$ cat src/rtl/uart_rx_buffered.sv
// uart_rx_buffered: 8N1 serial receiver with a byte FIFO,
// a ready/valid read port and sticky framing/overflow flags.
module uart_rx_buffered #(
  parameter int CLOCK_FREQ = 125_000_000,
  parameter int BAUD_RATE  = 115_200,
  parameter int FIFO_DEPTH = 8
) (
  input  logic clk,
  input  logic rst,
  input  logic serial_in,
  output logic [7:0] data_out,
  output logic data_out_valid,
  input  logic data_out_ready,
  output logic [$clog2(FIFO_DEPTH+1)-1:0] fifo_count,
  output logic frame_error,
  output logic overflow,
  input  logic err_clear
);

  localparam int SYMBOL_EDGE_TIME = CLOCK_FREQ / BAUD_RATE;
  localparam int SAMPLE_TIME = SYMBOL_EDGE_TIME / 2;
  localparam int CW = $clog2(SYMBOL_EDGE_TIME);
  localparam int AW = $clog2(FIFO_DEPTH);
  localparam int NW = $clog2(FIFO_DEPTH + 1);

  localparam logic [CW-1:0] SAMPLE_LAST =
    CW'(SAMPLE_TIME - 1);
  localparam logic [CW-1:0] SYMBOL_LAST =
    CW'(SYMBOL_EDGE_TIME - 1);
  localparam logic [NW-1:0] FULL = NW'(FIFO_DEPTH);

  typedef enum logic [1:0] {
    IDLE,
    START,
    DATA,
    STOP
  } state_t;

  logic rx_m;
  logic rx_s;

  state_t state;
  logic [CW-1:0] cnt;
  logic [2:0] bit_idx;
  logic [7:0] shreg;

  logic [7:0] mem [FIFO_DEPTH];
  logic [AW-1:0] rd_ptr;
  logic [AW-1:0] wr_ptr;
  logic [NW-1:0] count;

  logic stop_hit;
  logic byte_good;
  logic byte_bad;
  logic do_pop;
  logic do_push;
  logic drop;

  // Two-flop synchroniser; idles high so reset looks like a quiet line
  always_ff @(posedge clk) begin
    if (rst) begin
      rx_m <= 1'b1;
      rx_s <= 1'b1;
    end else begin
      rx_m <= serial_in;
      rx_s <= rx_m;
    end
  end

  // Frame FSM: mid-bit sampling, LSB-first shift
  always_ff @(posedge clk) begin
    if (rst) begin
      state   <= IDLE;
      cnt     <= '0;
      bit_idx <= '0;
      shreg   <= '0;
    end else begin
      unique case (state)
        IDLE: begin
          if (!rx_s) begin
            cnt   <= '0;
            state <= START;
          end
        end
        START: begin
          if (cnt == SAMPLE_LAST) begin
            if (rx_s) begin
              state <= IDLE;
            end else begin
              cnt     <= '0;
              bit_idx <= '0;
              state   <= DATA;
            end
          end else begin
            cnt <= cnt + CW'(1);
          end
        end
        DATA: begin
          if (cnt == SYMBOL_LAST) begin
            cnt     <= '0;
            shreg   <= {rx_s, shreg[7:1]};
            bit_idx <= bit_idx + 3'd1;
            if (bit_idx == 3'd7) begin
              state <= STOP;
            end
          end else begin
            cnt <= cnt + CW'(1);
          end
        end
        STOP: begin
          if (cnt == SYMBOL_LAST) begin
            state <= IDLE;
          end else begin
            cnt <= cnt + CW'(1);
          end
        end
        default: state <= IDLE;
      endcase
    end
  end

  // The stop-bit sample drives the FIFO write in the same edge
  assign stop_hit  = (state == STOP) && (cnt == SYMBOL_LAST);
  assign byte_good = stop_hit && rx_s;
  assign byte_bad  = stop_hit && !rx_s;

  assign data_out_valid = (count != '0);
  assign do_pop  = data_out_valid && data_out_ready;
  assign do_push = byte_good && ((count != FULL) || do_pop);
  assign drop    = byte_good && !do_push;

  assign data_out   = mem[rd_ptr];
  assign fifo_count = count;

  // Circular buffer; pointers wrap on the power-of-two depth
  always_ff @(posedge clk) begin
    if (rst) begin
      rd_ptr <= '0;
      wr_ptr <= '0;
      count  <= '0;
      for (int i = 0; i < FIFO_DEPTH; i++) begin
        mem[i] <= '0;
      end
    end else begin
      if (do_push) begin
        mem[wr_ptr] <= shreg;
        wr_ptr <= wr_ptr + AW'(1);
      end
      if (do_pop) begin
        rd_ptr <= rd_ptr + AW'(1);
      end
      unique case ({do_push, do_pop})
        2'b10:   count <= count + NW'(1);
        2'b01:   count <= count - NW'(1);
        default: count <= count;
      endcase
    end
  end

  // Sticky status flags; a new event beats a clear
  always_ff @(posedge clk) begin
    if (rst) begin
      frame_error <= 1'b0;
      overflow    <= 1'b0;
    end else begin
      if (byte_bad) begin
        frame_error <= 1'b1;
      end else if (err_clear) begin
        frame_error <= 1'b0;
      end
      if (drop) begin
        overflow <= 1'b1;
      end else if (err_clear) begin
        overflow <= 1'b0;
      end
    end
  end

endmodule

$ cat config.mk
export PLATFORM = sky130hd
export DESIGN_NAME = uart_rx_buffered
export DESIGN_NICKNAME = d
export VERILOG_FILES = /design/src/rtl/uart_rx_buffered.sv
export SDC_FILE = /design/constraint.sdc
export NUM_CORES = 1
export LEC_CHECK = 0
export ABC_AREA = 1
export CORE_UTILIZATION = 60
export DETAILED_ROUTE_END_ITERATION = 10
export PLACE_DENSITY = 0.79
export SYNTH_ARGS = -nofsm -noshare
export SYNTH_HDL_FRONTEND = slang
export SYNTH_SLANG_ARGS = --single-unit
$ cat constraint.sdc
create_clock -name clk -period 3.2 [get_ports clk]
set_clock_uncertainty 0.15 [all_clocks]
set_input_delay 0.32 -clock clk [delete_from_list [all_inputs] [get_ports clk]]
set_output_delay 0.32 -clock clk [all_outputs]
set_load 0.02 [all_outputs]
==> impl_results.md, run 1 <==
* Status: finished, final reports clean
* Fillers at 628
* Initial Util at 63.1%
* Synth Cell Area at 4980 um^2
* Synth-to-layout area growth at 9.53%
* Critical-path top delay cell: dfxtp_1
* EDFF count, synth at 64
* Prevailing post-synth register cell: edfxtp_1
* Synth Area per Inst at 8.84 um^2
* Fin crit period at 3030 ps
* Crit path required time at 2730 ps
* Drt pass-1 iters at 5
* Startpoint type of the worst setup path: register
* Post-synthesis sequential area ratio at 55.1%
* Post-Syn Nets at 578
* Number of synthesized register bits at 105
* Num Clock Sinks at 105
* Synth area leaders: edfxtp_1 39%, dfxtp_1 16%, nor2_1 12%
* Crit path buf inv count at 3
* CP delay by family, top: buffers and inverters
* Diode count at 0
* Cell count along the critical path at 6
* Hold WC Path Type: register to register
* Worst slew margin at 55.4%
* Die Height at 93.1 um
* PwrDens at 445 nW/um^2
* Num CTS Buffers at 9
* Die Wd at 93.1 um
* Clock tree buffer depth at 2
* Final hold vios at 0
* CTS tree: yes
* Post-Layout Cell Count at 689
* Post-Syn Instances at 563
* Worst VDD drop at 239 uV
* Final ANT Viol Nets at 0
* Design area at 5450 um^2
* Synth cell types at 34
* Vias in the first global route at 3795
* Final setup fails at 0
* Port bufs at 19
* DP HPWL at 7750 um
* I/O Pins at 20
* CTS root buf: clkbuf_8
* Largest area contributor in the netlist: edfxtp_1
* CP Data Arrival Time at 2560 ps
* Share of layout cells above drive strength 1 at 9.20%
* Unrepaired setup endpoints after global routing: false
* Most frequent cells after synthesis: 153 x nor2_1, 64 x edfxtp_1, 63 x nand2_1, 41 x dfxtp_1, 41 x o21ai_0
* Setup crit end: data_out[7]
* Largest net degree at the start of global routing at 33
* Hold Slack at 275 ps
* FF-to-FF path depth at 18
* Starting DRT DRC Count at 193
* Worst Path Max Fanout at 17
* GRT overflow at 0
* Via density at 5.65
* Setup TNS at 0 ps
* CP Cell Sequence: clkinvlp_4 > buf_4 > nor2_1 > o21ai_0 > a31oi_1 > clkdlybuf4s50_1
* Post-CTS Hold Buffers at 0
* Initial antenna violation count at 0
* R2R Setup Slk at 540 ps
* Die area at 8660 um^2
* Final wirelength at 10900 um
* Total Power at 2.42 mW
* Area of the core at 7890 um^2
* Max Freq at 330 MHz
* DRC Markers at 0
* Syn. warnings at 0
* Total GRT Usage at 27.2%
* CP Capture Type: output port
* Insertion delay to the later sink of the worst-skew pair at 370 ps
* Async S/R FF share, synth at 0%
* Global-route wire length before repair at 17900 um
* Max-slew violation count at 0
* GP Congestion at 0.912
* Final #Nets at 597
* Via count at 3890
* Least-Margin Pin Slew at 668 ps
* Max_cap viols at 0
* Share of Yosys cell area claimed by the top area cell type at 38.6%
* Most instantiated library cell after synthesis: nor2_1
* Worst reg2reg path startpoint: cnt[0]
* RR Endpoint: fifo_count[3]
* Area after DPL at 5260 um^2
* Routed len/inst at 15.9 um
* Critical path type: register to output port
* Cells after DPL at 672
* FP Rows at 32
* Tcrit/Tclk final at 94.7%
* H-tree levels at 3
* LEAKAGE at 1.84 nW
* Slowest cell delay on critical path at 720 ps
* Worst-path clk slew at 110 ps
cell usage in the layout, fill, tap and decap left out, drive strengths merged:
master,netlist,routed
fa,1,1
ha,9,9
inv,36,37
nor2,158,158
o21a,1,1
buf,4,5
o22ai,8,8
o21ai,58,58
clkinv,11,15
nand3b,1,1
nor3,6,6
a21oi,30,30
clkdlybuf4s50,0,19
a31oi,9,9
dfxtp,41,41
nand4,6,6
xor2,4,4
or2,3,3
nand2,69,69
clkbuf,12,10
edfxtp,64,64
a21boi,1,1
clkinvlp,0,1
nand3,31,31
what timing repair did:
item                                    in CTS  in global routing
resized for setup                            0                  1
endpoints found under the setup margin       0                  3
buffers inserted                             0                  1
per-stage QoR:
| stage | util (%) | setup slack (ps) |
|---|---|---|
| after floorplan | - | 896 |
| after global routing | 69.1 | 15.9 |
| after CTS | 69.0 | 205 |
| after detailed placement | 66.7 | 558 |
| after global placement | 66.7 | 639 |
| final | 69.1 | 168 |
state kept, by name, summed over array words and instances (netlist names), named ones only:
name         cells
bit_idx          3
cnt             11
fifo_count       4
frame_error      1
mem             64
overflow         1
rd_ptr           3
rx_m             1
rx_s             1
shreg            8
state            1
wr_ptr           3
worst min path at each step:
stage          endpoint  startpoint  depth (start not counted)  slack, ps
6_report           rx_s        rx_m                          1        270
5_1_grt            rx_s        rx_m                          1        310
2_1_floorplan      rx_s        rx_m                          1        240
3_5_place_dp       rx_s        rx_m                          1        250
4_1_cts            rx_s        rx_m                          1        280
3_3_place_gp       rx_s        rx_m                          1        250
power breakdown:
part | internal (mW) | switching, mW | leakage, nW
clock network | 0.295 | 0.477 | 0.0927
registers | 1.48 | 0.0255 | 0.938
logic | 0.0477 | 0.101 | 0.807
total | 1.82 | 0.604 | 1.84
layer usage:
layer	share of wire [%]	vias to the layer above	routed length, um	GRT usage, %
met5	0	-	0	0
met2	51	141	5610	49.9
met3	6.9	19	760	3.98
li1	-	1932	-	-
met1	40	1798	4370	32.3
met4	1.9	0	203	9.49
cell type report:
type / count / area, um^2 / share of cell area [%]
clock buffer: 10 / 128 / 2.34
sequential: 105 / 2740 / 50.3
tap: 102 / 128 / 2.34
clock inverter: 6 / 51.3 / 0.941
inverter: 47 / 181 / 3.33
multi-input combinational: 395 / 1990 / 36.5
timing repair buffer: 24 / 228 / 4.18
worst reg2reg max path, stage by stage, from the launching register on:
cell	delay (ps)
dfxtp_1	390
inv_1	100
ha_1	230
nand2_1	80
clkinv_1	60
nand3_1	100
nor3_2	200
nand2_1	90
nand2_2	140
inv_2	60
ha_1	310
nand2_1	80
nand2_1	50
a31oi_1	200
inv_1	60
nand2_1	80
nand3_1	70
nand2_1	60
nor2_1	40
cells by family after synthesis:
logic type | count (synthesis) | synth area share [%]
buf+inv | 63 | 4.85
simple gates | 274 | 25.4
fa+ha+maj | 10 | 2.67
flops | 105 | 55.1
xor+xnor | 4 | 0.704
compound gates | 107 | 11.3
No activity file was read; power rests on OpenSTA's default activity.
==> run 2: changes to the inputs <==
--- a/config.mk
+++ b/config.mk
@@ -5,10 +5,9 @@
 export SDC_FILE = /design/constraint.sdc
 export NUM_CORES = 1
 export LEC_CHECK = 0
-export ABC_AREA = 1
-export CORE_UTILIZATION = 60
+export CORE_UTILIZATION = 65
 export DETAILED_ROUTE_END_ITERATION = 10
-export PLACE_DENSITY = 0.79
+export PLACE_DENSITY = 0.84
 export SYNTH_ARGS = -nofsm -noshare
 export SYNTH_HDL_FRONTEND = slang
 export SYNTH_SLANG_ARGS = --single-unit
==> constraint.sdc (replaced) <==
create_clock -name clk -period 3.8 [get_ports clk]
set_clock_uncertainty 0.15 [all_clocks]
set_input_delay 0.38 -clock clk [delete_from_list [all_inputs] [get_ports clk]]
set_output_delay 0.38 -clock clk [all_outputs]
set_load 0.02 [all_outputs]
==> impl_results.md, run 2 <==
* Status: finished, final reports clean
* Final #Nets at 458 (-23%)
* CTS root buf: clkbuf_8
* Critical path type: register to output port
* Clock tree buffer depth at 2 (unchanged)
* Startpoint type of the worst setup path: register
* Final setup fails at 0 (unchanged)
* Net Sw Power at 640 uW (+6.1%)
* Routed len/inst at 19.1 um (+20%)
* Post-Syn Instances at 431 (-23%)
* Diode count at 0 (unchanged)
* Clk network pwr share at 28.2% (-3.7 points)
* Worst Path Max Fanout at 16 (-1)
* Largest net degree at the start of global routing at 50 (+52%)
* Post-CTS Hold Buffers at 0 (unchanged)
* GP Congestion at 0.852 (-6.5%)
* Post-CTS Setup Inserts at 0 (unchanged)
* CP delay by family, top: flip-flops
* Tcrit/Tclk final at 79.2%
* Combinational share of power at 17.0% (+11 points)
* Sequential power share at 54.8% (-7.2 points)
* Hold WC Path Type: register to register
* Share of layout cells above drive strength 1 at 15.4% (+6.2 points)
* Starting DRT DRC Count at 277 (+44%)
* Max-slew violation count at 0 (unchanged)
* Switching share of power at 27.3% (+2.4 points)
* Global-route wire length before repair at 16700 um (-6.4%)
* Crit path buf inv count at 1 (-2)
* Hold path depth at 1 (unchanged)
* Most frequent cells in the layout: 67 x and2_1, 64 x edfxtp_1, 41 x dfxtp_1
* Syn. warnings at 0 (unchanged)
* Via count at 3440 (-12%)
* Initial antenna violation count at 0 (unchanged)
* Max_cap viols at 0 (unchanged)
* Most instantiated library cell after synthesis: and2_1
* CP Capture Type: output port
* Synth Area per Inst at 12.1 um^2 (+37%)
* Max Freq at 332 MHz
* Num Clock Sinks at 105 (unchanged)
* Number of flip-flops in the largest register at 64 (unchanged)
* H-tree levels at 3 (unchanged)
* Least-Margin Pin Slew at 781 ps (+114 ps)
* Via density at 6.25 (+11%)
* Cell count along the critical path at 3 (-3)
* CP Cell Sequence: mux4_2 > mux2_2 > clkdlybuf4s50_1
* Num CTS Buffers at 9 (unchanged)
* Total GRT Usage at 26.7% (-0.49 points)
* Insertion delay to the later sink of the worst-skew pair at 370 ps (about the same)
* Port bufs at 19 (unchanged)
* Post-Syn Nets at 446 (-23%)
* Synth-to-layout area growth at 8.08%
* Die Height at 91.6 um (-1.6%)
* Fin crit period at 3010 ps
* Most frequent cells after synthesis: 67 x and2_1, 64 x edfxtp_1, 41 x dfxtp_1, 31 x nand2_1, 18 x a21oi_1
* Synth Cell Area at 5220 um^2 (+4.9%)
* I/O Pins at 20 (unchanged)
* DP HPWL at 7330 um (-5.4%)
* Die Wd at 91.6 um (-1.6%)
* CTS tree: yes
* Final hold vios at 0 (unchanged)
* PwrDens at 415 nW/um^2 (-6.6%)
* EDFF count, synth at 64 (unchanged)
* Synth cell types at 67 (+97%)
* Synth area leaders: edfxtp_1 37%, dfxtp_1 16%, and2_1 8.0%
* CP Data Arrival Time at 2480 ps (-80 ps)
* Post-synthesis sequential area ratio at 52.5% (-2.6 points)
* Async S/R FF share, synth at 0% (unchanged)
* Worst slew margin at 47.8% (-7.6 points)
* Final ANT Viol Nets at 0 (unchanged)
* Slowest cell delay on critical path at 840 ps (+120 ps)
* Area of the core at 7730 um^2 (-2.0%)
* Resize count post-CTS at 0 (unchanged)
* Total Power at 2.34 mW (-3.3%)
* FF-to-FF path depth at 9 (-9)
* Largest registers: mem x64, cnt x11, shreg x8
* Total internal power at 1.70 mW (-6.5%)
* Initial Util at 67.6% (+4.5 points)
* Final wirelength at 10500 um (-4.2%)
* Number of synthesized register bits at 105 (unchanged)
* Most common cell after layout, fill and taps aside: and2_1
* Unrepaired setup endpoints after global routing: false
* Vias in the first global route at 3293 (-13%)
* Largest area contributor in the netlist: edfxtp_1
* Share of Yosys cell area claimed by the top area cell type at 36.8% (-1.8 points)
* Largest register by flop count: mem
* Prevailing post-synth register cell: edfxtp_1
* LEAKAGE at 1.96 nW (+6.5%)
* Drt pass-1 iters at 4 (-1)
* Fin util at 73.0% (+3.9 points)
* Die area at 8390 um^2 (-3.1%)
* Setup TNS at 0 ps (unchanged)
* Worst-path clk slew at 100 ps (about the same)
* Critical-path top delay cell: dfxtp_1
* Crit path required time at 3270 ps (+540 ps)
* Worst VDD drop at 310 uV (+30%)
* FP Rows at 32 (unchanged)
* GRT overflow at 0 (unchanged)
* DRC Markers at 0 (unchanged)
* Fillers at 520 (-17%)
-- run 2: cell count changes after synthesis, moves of 10 or more --
cell / before / now
nor2_1: 153 / 15
mux4_2: 0 / 16
o21ai_1: 17 / 0
and2_1: 0 / 67
inv_1: 28 / 15
o21ai_0: 41 / 7
nand3_1: 22 / 11
mux2_2: 0 / 11
clkinv_1: 10 / 0
nand2_1: 63 / 31
a21oi_1: 30 / 18
-- run 2: stage by stage --
| step | setup slack (ps) | instance area [um^2] | hold WS, ps | cells |
|---|---|---|---|---|
| after detailed placement | 744 | 5450 | 253 | 534 |
| after global routing | 617 | 5640 | 280 | 550 |
| after global placement | 873 | 5450 | 247 | 534 |
| final | 791 | 5640 | 271 | 550 |
| after floorplan | 924 | 5220 | 239 | 431 |
| after CTS | 748 | 5640 | 277 | 550 |
-- run 2: kinds of logic (layout without fill, tap and decap cells) --
group                      Yosys count  in the layout  share of synthesized area, %
xor gates and xnor gates             5              5                         0.839
DFF                                105            105                          52.5
and+or+nand+nor                    179            179                          21.8
muxes                               29             29                          9.66
adders and majority gates           10             10                          2.54
AOI/OAI and AO/OA                   68             68                          9.68
buffers and inverters               35             52                          2.90
-- run 2: power groups by stage --
stage | registers (mW) | clock network [mW] | logic (mW)
2_1_floorplan | 1.31 | 0 | 0.283
3_3_place_gp | 1.31 | 0 | 0.390
3_5_place_dp | 1.31 | 0 | 0.398
4_1_cts | 1.28 | 0.670 | 0.400
5_1_grt | 1.29 | 0.710 | 0.428
6_report | 1.28 | 0.660 | 0.398
-- run 2: area by class of cell --
| cell class | instances | area (um^2) | share of cell area, % |
|---|---|---|---|
| clock buffers | 10 | 128 | 2.26 |
| well taps | 102 | 128 | 2.26 |
| repair buffers | 21 | 200 | 3.55 |
| clock inverters | 6 | 61.3 | 1.09 |
| inverters | 15 | 56.3 | 0.998 |
| multi-input cells | 291 | 2330 | 41.2 |
| flip-flops and latches | 105 | 2740 | 48.6 |
-- run 2: final timing paths --
check | slack [ps] | startpoint | to
max | 790 | register | data_out[1]
min | 270 | rx_m | rx_s
max reg2reg | 810 | cnt[2] | fifo_count[3]
min reg2reg | 270 | rx_m | rx_s
-- run 2: metal layers --
| layer | wire, um | global-route usage, % |
|---|---|---|
| met1 | 4440 | 32.7 |
| met2 | 5450 | 47.9 |
| met3 | 366 | 3.73 |
| met4 | 231 | 10.1 |
| met5 | 0 | 0 |
==> run 3: changes to the inputs <==
--- a/config.mk
+++ b/config.mk
@@ -5,9 +5,9 @@
 export SDC_FILE = /design/constraint.sdc
 export NUM_CORES = 1
 export LEC_CHECK = 0
-export CORE_UTILIZATION = 65
+export CORE_UTILIZATION = 61
 export DETAILED_ROUTE_END_ITERATION = 10
-export PLACE_DENSITY = 0.84
+export PLACE_DENSITY = 0.8
 export SYNTH_ARGS = -nofsm -noshare
 export SYNTH_HDL_FRONTEND = slang
 export SYNTH_SLANG_ARGS = --single-unit
==> constraint.sdc (replaced) <==
create_clock -name clk -period 3.15 [get_ports clk]
set_clock_uncertainty 0.15 [all_clocks]
set_input_delay 0.315 -clock clk [delete_from_list [all_inputs] [get_ports clk]]
set_output_delay 0.315 -clock clk [all_outputs]
set_load 0.02 [all_outputs]
==> impl_results.md, run 3 (same netlist as run 2, synthesis figures left out) <==
* Status: finished, final reports clean
* Max Freq at 349 MHz
* Hold WC Path Type: register to register
* CTS root buf: clkbuf_8
* Critical path type: register to output port
* Area of the core at 8260 um^2 (+6.9%)
* Share of layout cells above drive strength 1 at 16.3% (+0.93 points)
* Worst Path Max Fanout at 16 (unchanged)
* Setup TNS at 0 ps (unchanged)
* Number of flip-flops in the largest register at 64 (unchanged)
* Worst Setup Slack, final at 284 ps (-507 ps)
* Initial Util at 63.2% (-4.3 points)
* CP Cell Sequence: buf_4 > mux4_2 > mux2_2 > clkdlybuf4s50_1
* I/O Pins at 20 (unchanged)
* Clock tree buffer depth at 2 (unchanged)
* Design area at 5680 um^2 (+0.67%)
* Cells after DPL at 542 (+1.5%)
* Routed len/inst at 19.3 um (+1.4%)
* Global-route wire length before repair at 17600 um (+5.3%)
* Insertion delay to the later sink of the worst-skew pair at 380 ps (about the same)
* Wl on met1 at 4480 um (+0.99%)
* Critical-path top delay cell: mux4_2
* FF-to-FF path depth at 11 (+2)
* R2R Setup Slk at 420 ps (-390 ps)
* Highest Signal Layer: met4
* Crit path required time at 2680 ps (-590 ps)
* Startpoint type of the worst setup path: register
* GP Congestion at 0.906 (+6.3%)
* Num Clock Sinks at 105 (unchanged)
* Num CTS Buffers at 9 (unchanged)
* Tcrit/Tclk final at 91.0%
* Area after DPL at 5490 um^2 (+0.76%)
* Starting DRT DRC Count at 177 (-36%)
* Vias in the first global route at 3365 (+2.2%)
* Largest register by flop count: mem
* Final wirelength at 10800 um (+2.9%)
* Post-CTS Hold Buffers at 0 (unchanged)
* Synth-to-layout area growth at 8.80%
* Pre-CTS WS at 428 ps (-316 ps)
* Largest net degree at the start of global routing at 48 (-4.0%)
* Max-slew violation count at 0 (unchanged)
* Fin util at 68.8% (-4.2 points)
* Unrepaired setup endpoints after global routing: false
* Post-Layout Cell Count at 558 (+1.5%)
* Die area at 8930 um^2 (+6.4%)
* Worst-path clk slew at 100 ps (about the same)
* Drt pass-1 iters at 5 (+1)
* Post-CTS Setup Inserts at 0 (unchanged)
* PwrDens at 499 nW/um^2 (+20%)
* Via density at 6.13 (-1.9%)
* Most frequent cells in the layout: 67 x and2_1, 64 x edfxtp_1, 41 x dfxtp_1
* Worst VDD drop at 356 uV (+15%)
* Setup crit end: data_out[2]
* Most common cell after layout, fill and taps aside: and2_1
* Worst reg2reg path startpoint: cnt[0]
* Largest registers: mem x64, cnt x11, shreg x8
* FP Rows at 33 (+3.1%)
* Metal3 WL at 427 um (+17%)
* GRT overflow at 0 (unchanged)
* CTS tree: yes
* RR Endpoint: fifo_count[3]
* Worst slew margin at 57.4% (+9.5 points)
* DRC Markers at 0 (unchanged)
* Met2 wire length at 5700 um (+4.6%)
* CP Capture Type: output port
* CP Data Arrival Time at 2400 ps (-80 ps)
* Initial antenna violation count at 0 (unchanged)
* Total GRT Usage at 26.6% (-0.091 points)
* Final ANT Viol Nets at 0 (unchanged)
* Fin crit period at 2870 ps
* Final hold vios at 0 (unchanged)
* Slowest cell delay on critical path at 570 ps (-270 ps)
* Resize count post-CTS at 0 (unchanged)
* H-tree levels at 3 (unchanged)
* Via count at 3422 (-0.52%)
* Die Height at 94.5 um (+3.2%)
* Max_cap viols at 0 (unchanged)
* Diode count at 0 (unchanged)
* LEAKAGE at 1.99 nW (+1.6%)
* Final setup fails at 0 (unchanged)
* Final #Nets at 463 (+1.1%)
* DP HPWL at 7630 um (+4.1%)
* Port bufs at 19 (unchanged)
* Least-Margin Pin Slew at 634 ps (-147 ps)
* Die Wd at 94.5 um (+3.2%)
[run 3: layout make-up]
class / instances / area (um^2)
Inverter: 15 / 56.3
Sequential cell: 105 / 2740
Clock inverter: 6 / 57.6
Multi-Input combinational cell: 291 / 2330
Timing Repair Buffer: 26 / 238
Fill cell: 601 / 2580
Tap cell: 105 / 131
Clock buffer: 10 / 128
[run 3: power breakdown]
part	switching, mW	internal [mW]
combinational	0.240	0.241
clock	0.494	0.308
sequential	0.0403	1.51
total	0.774	2.06
[run 3: worst min-delay path by stage]
| stage | slack [ps] | to | startpoint | cells past startpoint |
|---|---|---|---|---|
| after floorplan | 240 | rx_s | rx_m | 1 |
| after global placement | 250 | rx_s | rx_m | 1 |
| after detailed placement | 250 | rx_s | rx_m | 1 |
| after CTS | 280 | rx_s | rx_m | 1 |
| after global routing | 300 | rx_s | rx_m | 1 |
| final | 270 | rx_s | rx_m | 1 |
[run 3: per-layer routing]
metal | global-route usage [%] | vias to the layer above
met4 | 7.70 | 0
met3 | 4.27 | 15
met1 | 34.4 | 1657
li1 | - | 1654
met5 | 0 | -
met2 | 46.2 | 96
[run 3: per-stage QoR]
stage / hold slack [ps] / total power [mW]
floorplan: 239 / 1.91
global placement: 252 / 2.05
detailed placement: 250 / 2.06
CTS: 278 / 2.85
global route: 296 / 2.94
finish: 273 / 2.83
[run 3: critical path: cells and delay by family (launching register included)]
family	cells	cell delay [ps]
buffers and inverters	2	840
flip-flops	1	330
multiplexers	2	850
